$ cat src/rtl/systolic_buf_feeder.sv
// Buffer feeder for the systolic MAC array: prefetches one weight set (TOUT words)
// per tile and streams cfg_wout data words per tile, weights running at most one set ahead.
`timescale 1ns/1ps
module systolic_buf_feeder #(
    parameter int TOUT     = 8,
    parameter int LOG2TOUT = 3,
    parameter int DAT_W    = 64,
    parameter int WT_W     = 64,
    parameter int AW       = 16
) (
    input  logic                clk,
    input  logic                rst_n,
    input  logic                start,
    input  logic [15:0]         cfg_wout,
    input  logic [7:0]          cfg_tiles,
    input  logic [AW-1:0]       cfg_dat_base,
    input  logic [AW-1:0]       cfg_wt_base,
    output logic                busy,
    output logic                done,
    output logic                dat_rd_en,
    output logic [AW-1:0]       dat_rd_addr,
    input  logic [DAT_W-1:0]    dat_rd_data,
    output logic                wt_rd_en,
    output logic [AW-1:0]       wt_rd_addr,
    input  logic [WT_W-1:0]     wt_rd_data,
    output logic                dat_vld,
    output logic [DAT_W-1:0]    dat,
    output logic                Wout_loop_start,
    output logic                Wout_loop_end,
    output logic                wt_vld,
    output logic [WT_W-1:0]     wt,
    output logic [LOG2TOUT-1:0] wt_sel
);
    localparam logic [1:0] W_IDLE    = 2'd0;
    localparam logic [1:0] W_FETCH   = 2'd1;
    localparam logic [1:0] W_WAIT    = 2'd2;
    localparam logic [1:0] D_IDLE    = 2'd0;
    localparam logic [1:0] D_WAIT_WT = 2'd1;
    localparam logic [1:0] D_STREAM  = 2'd2;
    localparam logic [1:0] D_DONE    = 2'd3;

    logic                busy_q, busy_d, done_q, done_d;
    logic [15:0]         wout_q, wout_d;
    logic [7:0]          tiles_q, tiles_d;
    logic [AW-1:0]       dat_base_q, dat_base_d, wt_base_q, wt_base_d;
    logic [1:0]          wst_q, wst_d, dst_q, dst_d;
    logic [7:0]          wset_q, wset_d;
    logic [LOG2TOUT-1:0] wj_q, wj_d;
    logic [8:0]          sets_done_q, sets_done_d;
    logic [7:0]          tile_q, tile_d;
    logic [15:0]         w_q, w_d;
    logic                dat_vld_q, dat_vld_d, wt_vld_q, wt_vld_d;
    logic                loop_start_q, loop_start_d, loop_end_q, loop_end_d;
    logic [LOG2TOUT-1:0] wt_sel_q, wt_sel_d;

    logic accept, cfg_zero, wt_issue, wt_last, dat_issue, w_last, tile_last;
    logic cur_ready, next_ready;
    logic [8:0] tile_x, tile_nx;

    always_comb begin
        accept    = start && !busy_q;
        cfg_zero  = (cfg_wout == 16'd0) || (cfg_tiles == 8'd0);
        wt_issue  = (wst_q == W_FETCH);
        wt_last   = wt_issue && (wj_q == LOG2TOUT'(TOUT - 1));
        dat_issue = (dst_q == D_STREAM);
        w_last    = dat_issue && (w_q == wout_q - 16'd1);
        tile_last = (tile_q == tiles_q - 8'd1);
        tile_x    = {1'b0, tile_q};
        tile_nx   = tile_x + 9'd1;
        // A set counts as ready in the same cycle its last word is issued, so the
        // dependent tile can begin on the very next cycle.
        cur_ready  = (sets_done_q > tile_x)  || (wt_last && ({1'b0, wset_q} == tile_x));
        next_ready = (sets_done_q > tile_nx) || (wt_last && ({1'b0, wset_q} == tile_nx));

        dat_rd_en   = dat_issue;
        dat_rd_addr = dat_issue ? dat_base_q + AW'(w_q) : '0;
        wt_rd_en    = wt_issue;
        wt_rd_addr  = wt_issue ? wt_base_q + AW'({wset_q, wj_q}) : '0;
    end

    always_comb begin
        busy_d     = busy_q;
        done_d     = 1'b0;
        wout_d     = wout_q;
        tiles_d    = tiles_q;
        dat_base_d = dat_base_q;
        wt_base_d  = wt_base_q;
        if (accept) begin
            busy_d     = 1'b1;
            wout_d     = cfg_wout;
            tiles_d    = cfg_tiles;
            dat_base_d = cfg_dat_base;
            wt_base_d  = cfg_wt_base;
        end else if (done_q) begin
            busy_d = 1'b0;
        end

        wst_d       = wst_q;
        wset_d      = wset_q;
        wj_d        = wj_q;
        sets_done_d = sets_done_q + {8'd0, wt_last};
        case (wst_q)
            W_IDLE: if (accept && !cfg_zero) begin
                wst_d       = W_FETCH;
                wset_d      = 8'd0;
                wj_d        = '0;
                sets_done_d = 9'd0;
            end
            W_FETCH: begin
                wj_d = wj_q + 1'b1;
                if (wt_last) begin
                    wj_d  = '0;
                    wst_d = (wset_q == tiles_q - 8'd1) ? W_IDLE : W_WAIT;
                end
            end
            // Only tile wset_q can start while parked here, so its first read releases the next set.
            W_WAIT: if (dat_issue && w_q == 16'd0) begin
                wst_d  = W_FETCH;
                wset_d = wset_q + 8'd1;
            end
            default: wst_d = W_IDLE;
        endcase

        dst_d  = dst_q;
        tile_d = tile_q;
        w_d    = w_q;
        case (dst_q)
            D_IDLE: if (accept) begin
                dst_d  = cfg_zero ? D_DONE : D_WAIT_WT;
                tile_d = 8'd0;
                w_d    = 16'd0;
            end
            D_WAIT_WT: if (cur_ready) dst_d = D_STREAM;
            D_STREAM: begin
                w_d = w_q + 16'd1;
                if (w_last) begin
                    w_d = 16'd0;
                    if (tile_last) begin
                        dst_d = D_DONE;
                    end else begin
                        tile_d = tile_q + 8'd1;
                        dst_d  = next_ready ? D_STREAM : D_WAIT_WT;
                    end
                end
            end
            D_DONE: begin
                dst_d  = D_IDLE;
                done_d = 1'b1;
            end
            default: dst_d = D_IDLE;
        endcase

        dat_vld_d    = dat_issue;
        loop_start_d = dat_issue && (w_q == 16'd0);
        loop_end_d   = w_last;
        wt_vld_d     = wt_issue;
        wt_sel_d     = wt_issue ? wj_q : '0;
    end

    always_ff @(posedge clk or negedge rst_n) begin
        if (!rst_n) begin
            busy_q       <= 1'b0;
            done_q       <= 1'b0;
            wout_q       <= 16'd0;
            tiles_q      <= 8'd0;
            dat_base_q   <= '0;
            wt_base_q    <= '0;
            wst_q        <= W_IDLE;
            dst_q        <= D_IDLE;
            wset_q       <= 8'd0;
            wj_q         <= '0;
            sets_done_q  <= 9'd0;
            tile_q       <= 8'd0;
            w_q          <= 16'd0;
            dat_vld_q    <= 1'b0;
            loop_start_q <= 1'b0;
            loop_end_q   <= 1'b0;
            wt_vld_q     <= 1'b0;
            wt_sel_q     <= '0;
        end else begin
            busy_q       <= busy_d;
            done_q       <= done_d;
            wout_q       <= wout_d;
            tiles_q      <= tiles_d;
            dat_base_q   <= dat_base_d;
            wt_base_q    <= wt_base_d;
            wst_q        <= wst_d;
            dst_q        <= dst_d;
            wset_q       <= wset_d;
            wj_q         <= wj_d;
            sets_done_q  <= sets_done_d;
            tile_q       <= tile_d;
            w_q          <= w_d;
            dat_vld_q    <= dat_vld_d;
            loop_start_q <= loop_start_d;
            loop_end_q   <= loop_end_d;
            wt_vld_q     <= wt_vld_d;
            wt_sel_q     <= wt_sel_d;
        end
    end

    // Read data arrives one cycle after issue, aligned with the registered valids.
    assign busy            = busy_q;
    assign done            = done_q;
    assign dat_vld         = dat_vld_q;
    assign dat             = dat_vld_q ? dat_rd_data : '0;
    assign Wout_loop_start = loop_start_q;
    assign Wout_loop_end   = loop_end_q;
    assign wt_vld          = wt_vld_q;
    assign wt              = wt_vld_q ? wt_rd_data : '0;
    assign wt_sel          = wt_sel_q;
endmodule

$ cat config.mk
export PLATFORM = sky130hd
export DESIGN_NAME = systolic_buf_feeder
export DESIGN_NICKNAME = d
export VERILOG_FILES = /design/src/rtl/systolic_buf_feeder.sv
export SDC_FILE = /design/constraint.sdc
export NUM_CORES = 1
export LEC_CHECK = 0
export CORE_AREA = 4 4 146 148
export DETAILED_ROUTE_END_ITERATION = 16
export DIE_AREA = 0 0 150 152
export HOLD_SLACK_MARGIN = 0.02
export PLACE_DENSITY = 0.81
export SYNTH_ARGS = -nofsm -noshare
export SYNTH_HDL_FRONTEND = slang
export SYNTH_SLANG_ARGS = --single-unit
$ cat constraint.sdc
create_clock -name clk -period 3.9 [get_ports clk]
set_input_delay 0.585 -clock clk [delete_from_list [all_inputs] [get_ports clk]]
set_output_delay 0.585 -clock clk [all_outputs]
set_load 0.02 [all_outputs]
==> results of run 1 <==
repair_timing:
action | in CTS | in global routing
setup endpoints to repair | 9 | 9
gates resized for setup | 16 | 19
pin swaps | 1 | 3
cloned | 0 | 0
metal layers:
metal  share of wire  global-route usage  up-vias  routed length, um
li1                -                   -     3990                  -
met3           0.077              0.0551       46               2330
met5               0                   0        -                  0
met4           0.020              0.0688        0                590
met1            0.40               0.318     3960              11900
met2            0.51               0.447      343              15200
metrics by stage:
stage / total power [W] / util
2_1_floorplan: 0.00219 / -
3_3_place_gp: 0.00277 / 0.624
3_5_place_dp: 0.00280 / 0.624
4_1_cts: 0.00430 / 0.652
5_1_grt: 0.00451 / 0.655
6_report: 0.00431 / 0.655
worst max-delay path by stage:
stage / start / slack (ns) / cells after the start / end
after global placement: wt_base_q[0]$_DFFE_PN0P_ / 0.19 / 12 / wt_rd_addr[12]
after detailed placement: wt_base_q[0]$_DFFE_PN0P_ / 0.16 / 12 / wt_rd_addr[14]
final: wj_q[1]$_DFFE_PN0P_ / 0.13 / 10 / wt_rd_addr[15]
after global routing: wj_q[1]$_DFFE_PN0P_ / 0.01 / 10 / wt_rd_addr[13]
after CTS: w_q[1]$_DFFE_PN0P_ / 0.01 / 10 / dat_rd_addr[13]
after floorplan: wj_q[0]$_DFFE_PN0P_ / 0.69 / 10 / wt_rd_addr[12]
worst register-to-register path: cells and delay by family (launching register included):
family	cells	cell delay (ns)
flops	1	0.45
simple gates	3	0.89
mux	1	0.30
compound gates	4	1.04
fa+ha+maj	1	0.29
buf+inv	2	0.31
logic make-up (layout without fill, tap and decap cells):
group / after synthesis / after routing / share of synthesized area
xor+xnor: 104 / 104 / 0.108
mux: 58 / 58 / 0.0753
simple gates: 397 / 397 / 0.261
compound gates: 143 / 143 / 0.111
buf+inv: 79 / 435 / 0.0370
flops: 113 / 113 / 0.326
fa+ha+maj: 55 / 55 / 0.0812
cell usage in the layout, fill, tap and decap left out, types with 4 or more instances in the layout:
cell type	n
dlygate4sd2_1	5
xor2_1	35
dfrtp_1	112
nand2b_1	6
or4_1	4
clkbuf_16	17
a31oi_1	7
nand2_1	40
a21o_1	13
clkdlybuf4s50_1	344
nand3_1	25
nor2b_1	4
nor2_1	70
or2_2	5
and3_1	18
and2_1	141
xnor2_1	67
buf_4	15
inv_1	29
nor4_1	16
clkbuf_8	5
nor3_1	22
mux2_2	57
ha_1	51
or3_1	5
nor3b_1	7
a211oi_1	10
clkinv_2	4
a21oi_1	28
nand4_1	11
o21ai_0	41
o211ai_1	4
clkbuf_1	5
layout make-up:
cell class                      count  area share
Inverter                           31     0.00887
Clock buffer                       27      0.0391
Tap cell                          270      0.0258
Sequential cell                   113       0.216
Timing Repair Buffer              372       0.282
Clock inverter                      5     0.00382
Multi-Input combinational cell    757       0.425
sequential cells by signal (all words and copies together) (netlist names), 3 cells and up:
register,cells
wt_sel,3
wset_q,8
tile_q,8
sets_done_q,9
w_q,16
wt_base_q,16
dat_base_q,16
tiles_q,8
wout_q,16
wj_q,3
power groups by stage:
stage	Clock [W]	Sequential, W	Combinational (W)
2_1_floorplan	0	0.00138	0.000807
3_3_place_gp	0	0.00142	0.00135
3_5_place_dp	0	0.00143	0.00137
4_1_cts	0.00150	0.00141	0.00139
5_1_grt	0.00156	0.00143	0.00152
6_report	0.00148	0.00142	0.00140
cell usage after synthesis, types with 5 or more instances:
cell        n  area (um2)
nand3_1    25         125
nor4_1     16         100
a21o_1     13        97.6
nor3_1     24         120
or2_2       5        31.3
and2_1    141         882
nand2b_1    6        37.5
a21oi_1    28         140
nand4_1    11        68.8
dfrtp_1   113        2830
mux2_2     57         642
a211oi_1   11        82.6
nor2b_1     5        31.3
xnor2_1    67         587
o21ai_0    43         215
ha_1       53         663
or3_1       5        31.3
nor3b_1     7        52.6
nand2_1    40         150
a31oi_1     7        43.8
and3_1     18         113
clkbuf_1   38         143
xor2_1     35         307
nor2_1     70         263
inv_1      29         109
==> flow_summary.yaml, run 1 <==
setup_path:
  critPathTopFamily: "compound AO/OA/AOI/OAI gates"
  cpMaxStageDelayCell: "dfrtp_1"
  crit_path_start_kind: "flop"
  worstPathBufferInverterCount: 1
  cp_cell_sequence: "ha_1 > a211oi_1 > nor2_1 > o41ai_2 > o21ai_1 > o41a_1 > nand3_1 > xor2_1 > nor2_1 > dlygate4sd2_1"
  worst-r2r-setup-slack_ns: 0.50
  cp.arrival_ns: 3.18
  rr_worst_depth: 11
  regToRegEndpoint: "tile_q[0]$_DFFE_PN0P_"
  path_common_cell: "nor2_1"
  critPathCaptureType: "primary output"
  critical_path_required_ns: 3.31
  path_class: "flop to primary output"
  critPathMaxFanout: 5
  rr_startpoint: "wout_q[0]$_DFFE_PN0P_"
  max_stage_delay_ns: 0.44
sta:
  fin_skew_ns: 0.00525
  fmax_mhz: 265
  setup_ws_ns: 0.132
  final.min_clock_period_ns: 3.77
  slew_violations: 0
  whs_ns: 0.211
  setup_viol: 0
  final_hold_viol_count: 0
  fin_setup_tns_ns: 0
  fin_crit_sh: 0.966
  rsz0062_at_grt: "false"
  relSlewSlack: 0.396
  worstMarginPinSlew_ns: 0.898
placed_design:
  placed_cells: 1543
  port_buffers: 357
  place_ws_ns: 0.155
  gp_congestion: 0.939
  dpl.hpwl_mm: 23.7
  place_area_um2: 12500
clock_network:
  clkSlewWorstSetupHoldPaths_ns: 0.05
  cts_sinks: 113
  hold_buffers: 0
  numCtsBuffers: 17
  ctsRootBufferMaster: "clkbuf_16"
  insertion_delay_ns: 0.42
  cts_max_level: 4
  clock_path_buffers: 2
  cts_setup_buffers: 0
  tritoncts: "built"
cells_and_area:
  layout.cells.non_filler: 1575
  drive_gt1_frac: 0.106
  fin_area_um2: 13100
  area.growth.synth_to_final_pct: 51.4
  nets: 1534
  diodes: 0
  area.sequential_um2: 2830
  nFillCells: 1678
  multi_input_area_um2: 5570
synth:
  synth-seq-area-share: 0.326
  synth.distinct_cells: 73
  syn_nets: 1191
  synth_ff_type: "dfrtp_1"
  synth_seq_cells: 113
  synth-edff-count: 0
  syn_area_um2: 8660
  yosys_warnings: 0
  async_flop_share: 1.00
  syn_inst: 949
  syn_avg_cell_area_um2: 9.13
run_status:
  outcome: "completed"
grt:
  antenna_found_initial: 1
  grt_remaining_overflow: 0
  track_usage: 0.256
  grt_pass1_vias: 8243
  grt_max_degree: 66
  grt_pass1_wl_mm: 46.2
power:
  internal-power_w: 0.00298
  power_frac_comb: 0.326
  p_switching_w: 0.00133
  peakVddDrop_mv: 0.320
  p_leak_nw: 5.50
  share_seq_of_total_power: 0.329
  power_density_nw_per_um2: 328
  clock_power_share: 0.345
  switching_share: 0.309
route:
  drt-initial-drc-count: 465
  wl_mm: 30.1
  drtPass1Iterations: 5
  vias: 8339
  ant_nets: 0
  wl_per_cell_um: 19.1
  via_per_inst: 5.29
  drc: 0
floorplanning:
  io_pins: 358
  fp.dieW_um: 150
  fp-row-count: 52
  dieArea_um2: 22800
  initial_core_util: 0.432
  die_y_um: 152
  core_um2: 20000
run:
  drv_cap: 0
worst_hold_path:
  hold_path_class: "primary input to async pin"
(Power assumes the default switching activity.)
==> run 2, diff against run 1 <==
--- a/config.mk
+++ b/config.mk
@@ -10,6 +10,7 @@
 export DIE_AREA = 0 0 150 152
 export HOLD_SLACK_MARGIN = 0.02
 export PLACE_DENSITY = 0.81
+export SLEW_MARGIN = 10
 export SYNTH_ARGS = -nofsm -noshare
 export SYNTH_HDL_FRONTEND = slang
 export SYNTH_SLANG_ARGS = --single-unit
==> results of run 2 <==
No change in the layout: final DEF, timing and power equal those of run 1.
==> patch (config.mk and constraints of run 1) <==
The parameter `AW` goes from 16 to 14.
--- a/src/rtl/systolic_buf_feeder.sv
+++ b/src/rtl/systolic_buf_feeder.sv
@@ -6,7 +6,7 @@
     parameter int LOG2TOUT = 3,
     parameter int DAT_W    = 64,
     parameter int WT_W     = 64,
-    parameter int AW       = 16
+    parameter int AW       = 14
 ) (
     input  logic                clk,
     input  logic                rst_n,
Ports: changed (resized cfg_dat_base, cfg_wt_base, dat_rd_addr and wt_rd_addr); port bits go from 358 to 350. No check against the original RTL was run, so the function may have changed too.
==> patch against run 1 <==
- wire length down 6.5%
- final area down 4.6%
- utilization down 3.0 points
- via count down 3.2%
- sequential cell count down 4
- combinational power up 30%
- total power down 1.7%
- non-clock buffer count down 8
- largest cell class unchanged
- area after synthesis down 2.5%
- highest routed layer unchanged
- worst setup slack better by 7.2 ps
==> patch: results (changes against run 1) <==
| Metric | Value |
|---|---|
| Status | completed (unchanged) |
| Clock Skew | 9.04 ps (was 5.25 ps) |
| Worst r2r dst | w_q[5] (was tile_q[0]) |
| Syn_nets | 1,175 (was 1,191) |
| GR Layer Usage met3 | 4.74% (was 5.51%) |
| Setup crit start | wj_q[0] (was wj_q[1]) |
| Met3 Wirelength | 2130 um (was 2330 um) |
| Final design utilization | 62.4% (was 65.5%) |
| Buffers, non-clock | 364 (was 372) |
| Fillers | 1,727 (was 1,678) |
| Antenna cells | 1 (was 0) |
| Routed length on met1 | 11,300 um (was 11,900 um) |
| Met2 WL | 14,100 um (was 15,200 um) |
| Worst VDD drop | 0.000444 V (was 0.000320 V) |
| Clock buf/inv share | 2.45% (was 4.29%) |
| Sink Count | 109 (was 113) |
| CTS H-tree lvls | 3 (was 4) |
| Cells after Synth | 939 (was 949) |
| Placed inst area | 12,200 sq um (was 12,500 sq um) |
| Nonclk inv count | 36 (was 31) |
| Static Leak | 5.20 nW (was 5.50 nW) |
| Clk Latency, worst-skew pair | 370 ps (was 420 ps) |
| Footprint of the multi-input gates | 5390 sq um (was 5570 sq um) |
| Seq area share | 21.8% (was 21.6%) |
| Distinct cells, synth | 70 (was 73) |
| Worst Tran Pin Value | 864 ps (was 898 ps) |
==> patch: kinds of logic after synthesis <==
family,Yosys count,synth area share [%]
compound gates,132,9.89
xor+xnor,97,10.9
fa+ha+maj,53,8.03
buf+inv,91,4.35
flops,109,32.3
mux,57,7.48
simple gates,400,27.1
==> patch: worst max-delay path, stage by stage, from the launching register on <==
cell and delay, ps:
dfrtp_1 430, ha_1 260, fa_1 410, a21o_1 180, a21oi_2 170, nor2_1 80
o311ai_1 270, buf_4 180, nand2_1 50, a21oi_1 150, clkdlybuf4s50_1 640
==> patch: how the worst max path moves through the flow <==
stage	to	slack (ps)	depth (start not counted)
5_1_grt	wt_rd_addr[10]	10	12
6_report	wt_rd_addr[6]	140	10
3_3_place_gp	dat_rd_addr[13]	220	10
4_1_cts	dat_rd_addr[13]	40	10
2_1_floorplan	wt_rd_addr[12]	590	9
3_5_place_dp	dat_rd_addr[13]	80	10
==> patch: power breakdown <==
part	internal, mW	switching [mW]
clock	0.509	0.458
sequential	1.25	0.198
combinational	0.942	0.874
